### config.mk
export PLATFORM = sky130hd
export DESIGN_NAME = reg_file_burst_reader_flat
export DESIGN_NICKNAME = d
export VERILOG_FILES = /design/src/rtl/reg_file_burst_reader_if.sv /design/src/rtl/reg_file_burst_reader.sv /design/src/flat_wrapper.sv
export SDC_FILE = /design/constraint.sdc
export NUM_CORES = 1
export LEC_CHECK = 0
export BUFFER_PORTS_ARGS = -buffer_cell sky130_fd_sc_hd__buf_2
export CAP_MARGIN = 25
export CORE_MARGIN = 3
export CORE_UTILIZATION = 47
export DETAILED_ROUTE_END_ITERATION = 7
export GPL_TIMING_DRIVEN = 0
export PLACE_DENSITY = 0.77
export REMOVE_ABC_BUFFERS = 1
export SYNTH_ARGS = -nofsm -noshare
export SYNTH_HDL_FRONTEND = slang
export SYNTH_SLANG_ARGS = --single-unit
### constraint.sdc
create_clock -name clk -period 2.63 [get_ports clk]
set_clock_uncertainty 0.1 [all_clocks]
set_input_delay 0.1315 -clock clk [delete_from_list [all_inputs] [get_ports clk]]
set_output_delay 0.1315 -clock clk [all_outputs]
set_load 0.01 [all_outputs]
### src/rtl/reg_file_burst_reader_if.sv
// rtl/reg_file_burst_reader_if.sv - bus bundle between the burst reader, its reg_file and its consumer
// Purpose: groups the control, reg_file read port and output stream signals of the burst reader.
// Signals:
//   start, base_addr, len  burst request (into the reader)
//   busy, done             burst status (out of the reader)
//   r_addr / r_data        reg_file read port (address out, combinational data in)
//   m_data, m_valid        output stream (out of the reader)
//   m_ready                output stream backpressure (into the reader)
// Modports: master = the burst reader, slave = its surroundings.
interface reg_file_burst_reader_if #(
  parameter int ADDR_WIDTH = 3,
  parameter int DATA_WIDTH = 8
);
  logic                  start;
  logic [ADDR_WIDTH-1:0] base_addr;
  logic [ADDR_WIDTH:0]   len;
  logic [ADDR_WIDTH-1:0] r_addr;
  logic [DATA_WIDTH-1:0] r_data;
  logic [DATA_WIDTH-1:0] m_data;
  logic                  m_valid;
  logic                  m_ready;
  logic                  busy;
  logic                  done;

  modport master (
    input  start, base_addr, len, r_data, m_ready,
    output r_addr, m_data, m_valid, busy, done
  );

  modport slave (
    output start, base_addr, len, r_data, m_ready,
    input  r_addr, m_data, m_valid, busy, done
  );
endinterface

### src/rtl/reg_file_burst_reader.sv
// rtl/reg_file_burst_reader.sv - burst read engine streaming reg_file entries through a registered output stage
// Purpose: on start, reads len consecutive reg_file entries from base_addr (address wraps modulo
//   2**ADDR_WIDTH, len clipped to 2**ADDR_WIDTH) and emits each on a valid/ready stream.
// Ports:
//   clk    rising-edge clock
//   reset  asynchronous active-high reset
//   bus    reg_file_burst_reader_if.master: start/base_addr/len in, busy/done out,
//          r_addr out / r_data in, m_data/m_valid out, m_ready in
module reg_file_burst_reader #(
  parameter int ADDR_WIDTH = 3,
  parameter int DATA_WIDTH = 8
) (
  input logic                     clk,
  input logic                     reset,
  reg_file_burst_reader_if.master bus
);
  localparam logic [0:0] S_IDLE   = 1'b0;
  localparam logic [0:0] S_ACTIVE = 1'b1;

  localparam logic [ADDR_WIDTH:0]   DEPTH = {1'b1, {ADDR_WIDTH{1'b0}}};
  localparam logic [ADDR_WIDTH:0]   ONE_R = {{ADDR_WIDTH{1'b0}}, 1'b1};
  localparam logic [ADDR_WIDTH-1:0] ONE_A = {{(ADDR_WIDTH-1){1'b0}}, 1'b1};

  logic [0:0]            state;
  logic [ADDR_WIDTH-1:0] addr;
  logic [ADDR_WIDTH:0]   remaining;
  logic [DATA_WIDTH-1:0] m_data_q;
  logic                  m_valid_q;
  logic                  done_q;
  logic                  out_free;
  logic                  load;
  logic [ADDR_WIDTH:0]   len_clip;

  // The output register can take a new beat when it is empty or being drained this cycle.
  assign out_free = !m_valid_q || bus.m_ready;
  assign load     = (state == S_ACTIVE) && (remaining != '0) && out_free;
  assign len_clip = (bus.len > DEPTH) ? DEPTH : bus.len;

  always_ff @(posedge clk or posedge reset) begin
    if (reset) begin
      state     <= S_IDLE;
      addr      <= '0;
      remaining <= '0;
      m_data_q  <= '0;
      m_valid_q <= 1'b0;
      done_q    <= 1'b0;
    end else begin
      done_q <= 1'b0;
      if (state == S_IDLE) begin
        if (bus.start) begin
          if (bus.len != '0) begin
            addr      <= bus.base_addr;
            remaining <= len_clip;
            state     <= S_ACTIVE;
          end else begin
            // Empty burst: completion pulse only, no beats.
            done_q <= 1'b1;
          end
        end
      end else begin
        if (load) begin
          m_data_q  <= bus.r_data;
          m_valid_q <= 1'b1;
          addr      <= addr + ONE_A;
          remaining <= remaining - ONE_R;
        end else if (m_valid_q && bus.m_ready) begin
          m_valid_q <= 1'b0;
        end
        // All beats loaded and the last one is leaving (or already gone): finish.
        if ((remaining == '0) && out_free) begin
          m_valid_q <= 1'b0;
          done_q    <= 1'b1;
          state     <= S_IDLE;
        end
      end
    end
  end

  assign bus.r_addr  = addr;
  assign bus.m_data  = m_data_q;
  assign bus.m_valid = m_valid_q;
  assign bus.busy    = (state != S_IDLE);
  assign bus.done    = done_q;
endmodule

### src/flat_wrapper.sv
// flat-port wrapper written by rule: the top's interface ports become plain ports
module reg_file_burst_reader_flat 
#(
  parameter int ADDR_WIDTH = 3,
  parameter int DATA_WIDTH = 8
)
  (clk, reset, bus_start, bus_base_addr, bus_len, bus_r_data, bus_m_ready, bus_r_addr, bus_m_data, bus_m_valid, bus_busy, bus_done);
  reg_file_burst_reader_if #(.ADDR_WIDTH(ADDR_WIDTH), .DATA_WIDTH(DATA_WIDTH)) bus_i ();
  input logic clk;
  input logic reset;
  input wire logic [$bits(bus_i.start)-1:0] bus_start;
  input wire logic [$bits(bus_i.base_addr)-1:0] bus_base_addr;
  input wire logic [$bits(bus_i.len)-1:0] bus_len;
  input wire logic [$bits(bus_i.r_data)-1:0] bus_r_data;
  input wire logic [$bits(bus_i.m_ready)-1:0] bus_m_ready;
  output wire logic [$bits(bus_i.r_addr)-1:0] bus_r_addr;
  output wire logic [$bits(bus_i.m_data)-1:0] bus_m_data;
  output wire logic [$bits(bus_i.m_valid)-1:0] bus_m_valid;
  output wire logic [$bits(bus_i.busy)-1:0] bus_busy;
  output wire logic [$bits(bus_i.done)-1:0] bus_done;
  assign bus_i.start = bus_start;
  assign bus_i.base_addr = bus_base_addr;
  assign bus_i.len = bus_len;
  assign bus_i.r_data = bus_r_data;
  assign bus_i.m_ready = bus_m_ready;
  assign bus_r_addr = bus_i.r_addr;
  assign bus_m_data = bus_i.m_data;
  assign bus_m_valid = bus_i.m_valid;
  assign bus_busy = bus_i.busy;
  assign bus_done = bus_i.done;
  reg_file_burst_reader #(.ADDR_WIDTH(ADDR_WIDTH), .DATA_WIDTH(DATA_WIDTH)) u_core (.clk(clk), .reset(reset), .bus(bus_i));
endmodule
==> results of run 1 <==
-- worst paths after layout --
| path | startpoint | to | slack [ns] | depth (start not counted) |
|---|---|---|---|---|
| max | u_core.remaining[0] | u_core.bus.m_data[3] | 0.33 | 5 |
| min | bus_base_addr[1] | u_core.bus.r_addr[1] | 0.02 | 3 |
| max reg2reg | u_core.remaining[0] | u_core.bus.m_data[3] | 0.33 | 5 |
| min reg2reg | u_core.bus.m_data[2] | u_core.bus.m_data[2] | 0.41 | 1 |
| max in group asynchronous | reset | u_core.bus.r_addr[1] | 1.64 | 3 |
| min in group asynchronous | reset | u_core.remaining[2] | 0.38 | 3 |
-- layout make-up --
type | count | area (um^2) | area share [%]
inverter | 7 | 26.3 | 2.22
sequential | 18 | 450 | 38.1
clock buffer | 4 | 36.3 | 3.07
timing repair buffer | 42 | 260 | 22.0
tap | 24 | 30.0 | 2.54
multi-input combinational | 49 | 378 | 32.0
-- registers in the layout, indices dropped and copies added (netlist names) --
name,flops
u_core.bus.m_data,8
u_core.remaining,4
u_core.bus.r_addr,3
u_core.bus.busy,1
u_core.bus.done,1
u_core.bus.m_valid,1
-- cells by family (layout without fill, tap and decap cells) --
group / after synthesis / in the layout / share of synthesized area [%]
compound gates: 15 / 15 / 14.7
fa+ha+maj: 2 / 2 / 2.89
buf+inv: 9 / 53 / 4.34
flops: 18 / 18 / 52.0
mux: 9 / 9 / 11.6
simple gates: 23 / 23 / 14.5
-- routing by layer --
metal / GRT usage, % / up-vias / part of all wire [%]
met1: 19.5 / 374 / 40
met3: 4.28 / 5 / 7.0
met4: 9.48 / 0 / 1.7
li1: - / 367 / -
met5: 0 / - / 0
met2: 33.0 / 41 / 52
-- tightest hold or removal path, cell delays in order --
cell     delay, ns
buf_2         0.08
mux2i_1       0.05
o21ai_0       0.13
-- layout by cell type (no fill, tap or decap), drive strengths merged --
cell | Yosys | layout
a21oi | 1 | 1
and2 | 1 | 1
or4 | 1 | 1
a22o | 1 | 1
dfrtp | 18 | 18
o21ai | 2 | 2
a311o | 1 | 1
a211o | 1 | 1
nand3 | 3 | 3
nor2b | 3 | 3
mux2 | 8 | 8
inv | 7 | 7
nor3 | 4 | 4
mux2i | 1 | 1
buf | 2 | 32
or3 | 1 | 1
nand2 | 6 | 6
o32ai | 1 | 1
clkbuf | 0 | 4
a221oi | 1 | 1
o211ai | 2 | 2
o21bai | 1 | 1
dlygate4sd3 | 0 | 10
nand2b | 1 | 1
or3b | 1 | 1
a32o | 2 | 2
ha | 2 | 2
a32oi | 2 | 2
nor2 | 2 | 2
-- repair_timing --
| action | 4_1_cts | 5_1_grt |
|---|---|---|
| gates resized for setup | 0 | 0 |
| hold buffers | 10 | 0 |
| endpoints found under the hold margin | 27 | 0 |
-- cell usage after synthesis --
master	n	share of area (%)
a32oi_1	1	1.0
o21bai_1	1	0.87
o211ai_1	2	1.7
a32o_1	2	2.3
dfrtp_1	18	52
inv_1	7	3.0
nor3_1	4	2.3
ha_1	2	2.9
a221oi_1	1	1.0
mux2i_1	1	1.2
nor2b_1	3	2.2
nor2_1	2	0.87
a311o_1	1	1.2
and2_4	1	1.0
o21ai_0	2	1.2
a21oi_1	1	0.58
a32oi_2	1	1.9
or3b_2	1	1.0
or4_4	1	1.3
o32ai_1	1	1.0
buf_4	1	0.87
nand2b_1	1	0.72
buf_1	1	0.43
mux2_2	8	10
nand3_1	3	1.7
a211o_1	1	1.0
nand2_1	6	2.6
a22o_1	1	1.0
or3_1	1	0.72
-- where the power goes --
| group | switching (mW) | internal, mW | leakage, nW |
|---|---|---|---|
| combinational | 0.316 | 0.309 | 0.333 |
| clock | 0.0889 | 0.0846 | 0.0210 |
| sequential | 0.112 | 0.414 | 0.212 |
| total | 0.517 | 0.808 | 0.566 |
-- metrics by stage --
stage	hold slack, ns	worst slack [ns]	instance area, um^2
after detailed placement	0.159	0.355	1040
after global routing	0.0341	0.201	1180
final	0.0194	0.333	1180
after global placement	0.151	0.397	1040
after CTS	0.0278	0.337	1180
after floorplan	-0.0299	0.603	855
==> impl_metrics.py, run 1 <==
metrics = {
    "setup_path": {
        "slowest_delay_ns": 0.51,
        "start_kind": "flop",
        "end_kind": "flop",
        "crit_family": "simple AND/OR/NAND/NOR gates",
        "critPathKind": "flop to flop",
        "path_max_fanout": 12,
        "path_cells": "inv_1 -> ha_1 -> or3b_2 -> nand3_1 -> mux2_2",
        "crit_slowest_cell": "or3b_2",
        "crit_buf_inv": 1,
        "cp.arrival_ns": 2.39,
        "cp.required_ns": 2.72,
    },
    "die": {
        "num_rows": 14,
        "die_area_um2": 2390,
        "initial_core_util_pct": 53.7,
        "core_area_um2": 1610,
        "ios": 33,
        "die_y_um": 48.9,
        "die_w_um": 48.9,
    },
    "layout": {
        "drive_gt1_share_pct": 40.0,
        "num_antenna_cells": 0,
        "synthToLayoutAreaGrowth_pct": 36.4,
        "fin_cells": 144,
        "nNetsFinal": 142,
        "final_util_pct": 73.3,
        "nFillCells": 126,
    },
    "outcome": {
        "status": "finished, final reports clean",
    },
    "sta": {
        "tightest_slew_ns": 0.656,
        "drv_slew": 0,
        "hold_viol": 0,
        "rsz0062_at_grt": "no",
        "clock.fmax_ghz": 0.435,
        "period_share_pct": 87.3,
        "period_needed_ns": 2.30,
        "relSlewSlack_pct": 56.2,
        "fin_tns_setup_ns": 0,
        "setup_violations": 0,
    },
    "yosys": {
        "synth.yosys.seq_area_share_pct": 52.0,
        "syn_inst": 76,
        "avgSynthCellArea_um2": 11.4,
        "ys_ff_latch": 18,
        "netlist_area_um2": 866,
        "yosysUniqueCellTypes": 29,
        "yosysWarnings": 0,
    },
    "worst_hold_path": {
        "hold_class": "primary input to flop",
    },
    "global_route": {
        "grt_pass1_wl_um": 3350,
        "grt_overflow": 0,
        "grt_usage_pct": 18.3,
        "grt_pass1_vias": 800,
        "antenna_found_initial": 0,
        "grt_max_degree": 19,
    },
    "route": {
        "drt_wl_total_um": 2010,
        "dr.pass1.iters": 4,
        "postRouteAntennaNets": 0,
        "vias_per_cell": 5.47,
        "via_count": 787,
        "drc": 0,
        "drtIter0Drc": 31,
        "post_drt_wl_per_cell_um": 14.0,
    },
    "placement": {
        "gp_congestion": 0.876,
        "hpwl_um": 1410,
        "dp.cells": 130,
        "port_buffers": 32,
    },
    "cts": {
        "clk_pin_slew_ns": 0.10,
        "ctsLongestPathBuffers": 2,
        "cts_tree": "done",
        "post_cts_buffers": 0,
        "clock-root-buffer": "clkbuf_4",
        "clk_latency_ns": 0.30,
        "numCtsBuffers": 3,
        "cts_max_level": 1,
        "cts_sinks": 18,
    },
    "power": {
        "finalPower_mw": 1.32,
        "ir_drop_uv": 875,
        "power_density_nw_per_um2": 1120,
        "p_leak_nw": 0.566,
    },
    "run": {
        "max-cap-violations": 0,
    },
}
Power figures use the tool's default switching activity.
==> run 2, diff against run 1 <==
--- a/config.mk
+++ b/config.mk
@@ -7,11 +7,13 @@
 export LEC_CHECK = 0
 export BUFFER_PORTS_ARGS = -buffer_cell sky130_fd_sc_hd__buf_2
 export CAP_MARGIN = 25
+export CELL_PAD_IN_SITES_DETAIL_PLACEMENT = 1
+export CELL_PAD_IN_SITES_GLOBAL_PLACEMENT = 1
 export CORE_MARGIN = 3
-export CORE_UTILIZATION = 47
+export CORE_UTILIZATION = 35
 export DETAILED_ROUTE_END_ITERATION = 7
 export GPL_TIMING_DRIVEN = 0
-export PLACE_DENSITY = 0.77
+export PLACE_DENSITY_LB_ADDON = 0.1
 export REMOVE_ABC_BUFFERS = 1
 export SYNTH_ARGS = -nofsm -noshare
 export SYNTH_HDL_FRONTEND = slang
==> constraint.sdc (replaced) <==
create_clock -name clk -period 2.63 [get_ports clk]
set_clock_uncertainty 0.1 [all_clocks]
set_input_delay 0.526 -clock clk [delete_from_list [all_inputs] [get_ports clk]]
set_output_delay 0.526 -clock clk [all_outputs]
set_load 0.01 [all_outputs]
==> run 2 against run 1 <==
Against the previous run: worst setup slack worse by 0.016 ns; cell count is 4.9% lower; wire length is 2.1% higher; clock power is 22% lower; power is 4.4% lower; register-to-register slack worse by 0.02 ns; critical path depth stayed put; sequential share of layout area is 3.9 points higher; critical path type unchanged; largest cell class unchanged; largest power group unchanged.
==> impl_metrics.py, run 2 (synthesis results as in run 1) <==
metrics = {
    "route": {
        "drtIter0Drc": 12,
        "dr.pass1.iters": 3,
        "via_count": 725,
        "postRouteAntennaNets": 0,
        "post_drt_wl_per_cell_um": 15.0,
        "drt_wl_total_um": 2050,
        "drc": 0,
        "vias_per_cell": 5.29,
    },
    "cts": {
        "numCtsBuffers": 3,
        "clock-root-buffer": "clkbuf_4",
        "clk_pin_slew_ns": 0.10,
        "cts_max_level": 1,
        "ctsLongestPathBuffers": 2,
        "cts_sinks": 18,
        "post_cts_buffers": 0,
        "clk_latency_ns": 0.29,
        "cts_hold_buf": 0,
        "cts_tree": "done",
        "cts_resized": 0,
    },
    "layout": {
        "nNetsFinal": 132,
        "drive_gt1_share_pct": 43.1,
        "num_antenna_cells": 0,
        "synthToLayoutAreaGrowth_pct": 23.8,
        "nFillCells": 273,
        "largest_reg_flops": 8,
        "layout_commonest_cell": "buf_2",
        "layout_common_cells": "buf_2, dfrtp_1, mux2_2",
    },
    "setup_path": {
        "cp.arrival_ns": 2.40,
        "path_max_fanout": 12,
        "critPathKind": "flop to flop",
        "timing.critical_path.from": "u_core.remaining[0]",
        "r2r-start": "u_core.remaining[0]",
        "start_kind": "flop",
        "cp.required_ns": 2.71,
        "path_cells": "inv_1 -> ha_1 -> or3b_2 -> nand3_1 -> mux2_2",
        "reg2reg_depth": 5,
        "end_kind": "flop",
        "crit_slowest_cell": "or3b_2",
        "slowest_delay_ns": 0.52,
    },
    "sta": {
        "fin_tns_setup_ns": 0,
        "drv_slew": 0,
        "setup_violations": 0,
        "relSlewSlack_pct": 53.6,
        "clock.fmax_ghz": 0.432,
        "period_needed_ns": 2.31,
        "rsz0062_at_grt": "no",
        "period_share_pct": 87.9,
        "tightest_slew_ns": 0.695,
        "hold_viol": 0,
        "whs_ns": 0.224,
    },
    "global_route": {
        "use_met1_pct": 17.8,
        "grt_pass1_wl_um": 3460,
        "grt_max_degree": 19,
        "grt_pass1_vias": 705,
        "grt.met3_usage_pct": 3.48,
        "top_usage_layer": "met2",
        "grt_use_met2_pct": 23.1,
        "grt_usage_pct": 14.5,
        "grt_overflow": 0,
        "antenna_found_initial": 0,
    },
    "die": {
        "initial_core_util_pct": 38.0,
        "num_rows": 17,
        "die_area_um2": 3110,
        "die_w_um": 55.7,
        "core_area_um2": 2280,
        "die_y_um": 55.7,
        "ios": 33,
    },
    "power": {
        "power_density_nw_per_um2": 1180,
        "switching_power_mw": 0.501,
        "pwr-share-seq_pct": 41.3,
        "p_comb_share_pct": 48.0,
        "swShare_pct": 39.6,
        "p_int_mw": 0.765,
        "clkPwrFrac_pct": 10.8,
        "ir_drop_uv": 473,
        "p_leak_nw": 0.517,
    },
    "placement": {
        "port_buffers": 32,
        "gp_congestion": 0.688,
        "hpwl_um": 1530,
    },
    "run": {
        "max-cap-violations": 0,
    },
    "outcome": {
        "status": "finished, final reports clean",
    },
    "worst_hold_path": {
        "hold_class": "primary input to async pin",
    },
}
[run 2: cell types whose count changed in the layout (fill, tap and decap cells not counted), sizes merged]
cell,delta
clkbuf,-1
dlygate4sd3,-10
[run 2: worst paths after layout]
kind / endpoint / slack, ns
setup / recovery: u_core.bus.m_data[6] / 0.32
hold / removal: u_core.bus.r_addr[0] / 0.22
setup reg to reg: u_core.bus.m_data[6] / 0.32
hold reg to reg: u_core.bus.m_data[6] / 0.41
max in group asynchronous: u_core.bus.m_data[6] / 1.77
min in group clk: u_core.bus.m_data[0] / 0.36
[run 2: power by group through the flow]
stage | combinational (mW) | sequential [mW] | clock, mW
6_report | 0.607 | 0.522 | 0.136
3_3_place_gp | 0.593 | 0.522 | 0
3_5_place_dp | 0.618 | 0.530 | 0
5_1_grt | 0.673 | 0.546 | 0.164
2_1_floorplan | 0.358 | 0.562 | 0
4_1_cts | 0.621 | 0.524 | 0.149
[run 2: cell type report]
class	instances	area, um^2	share of cell area, %
Sequential cell	18	450	42.0
Multi-Input combinational cell	49	378	35.2
Clock buffer	3	22.5	2.10
Tap cell	28	35.0	3.27
Inverter	7	26.3	2.45
Timing Repair Buffer	32	160	14.9
[run 2: per-layer routing]
layer | vias up | wire length, um
li1 | 347 | -
met1 | 353 | 912
met2 | 21 | 984
met3 | 4 | 105
met4 | 0 | 51
met5 | - | 0
[run 2: metrics by stage]
stage / utilization (%) / power [mW] / area, um^2 / setup slack (ns) / cells
2_1_floorplan: - / 0.921 / 855 / 0.603 / 74
3_3_place_gp: 46.1 / 1.11 / 1050 / 0.344 / 134
3_5_place_dp: 46.1 / 1.15 / 1050 / 0.321 / 134
4_1_cts: 47.1 / 1.29 / 1070 / 0.296 / 137
5_1_grt: 47.1 / 1.38 / 1070 / 0.216 / 137
6_report: 47.1 / 1.27 / 1070 / 0.317 / 137
[run 2: critical path: cells and delay by family (launching register included)]
kind | cells | cell delay, ns
flops | 1 | 0.43
fa+ha+maj | 1 | 0.20
buf+inv | 1 | 0.08
mux | 1 | 0.40
simple gates | 2 | 0.99
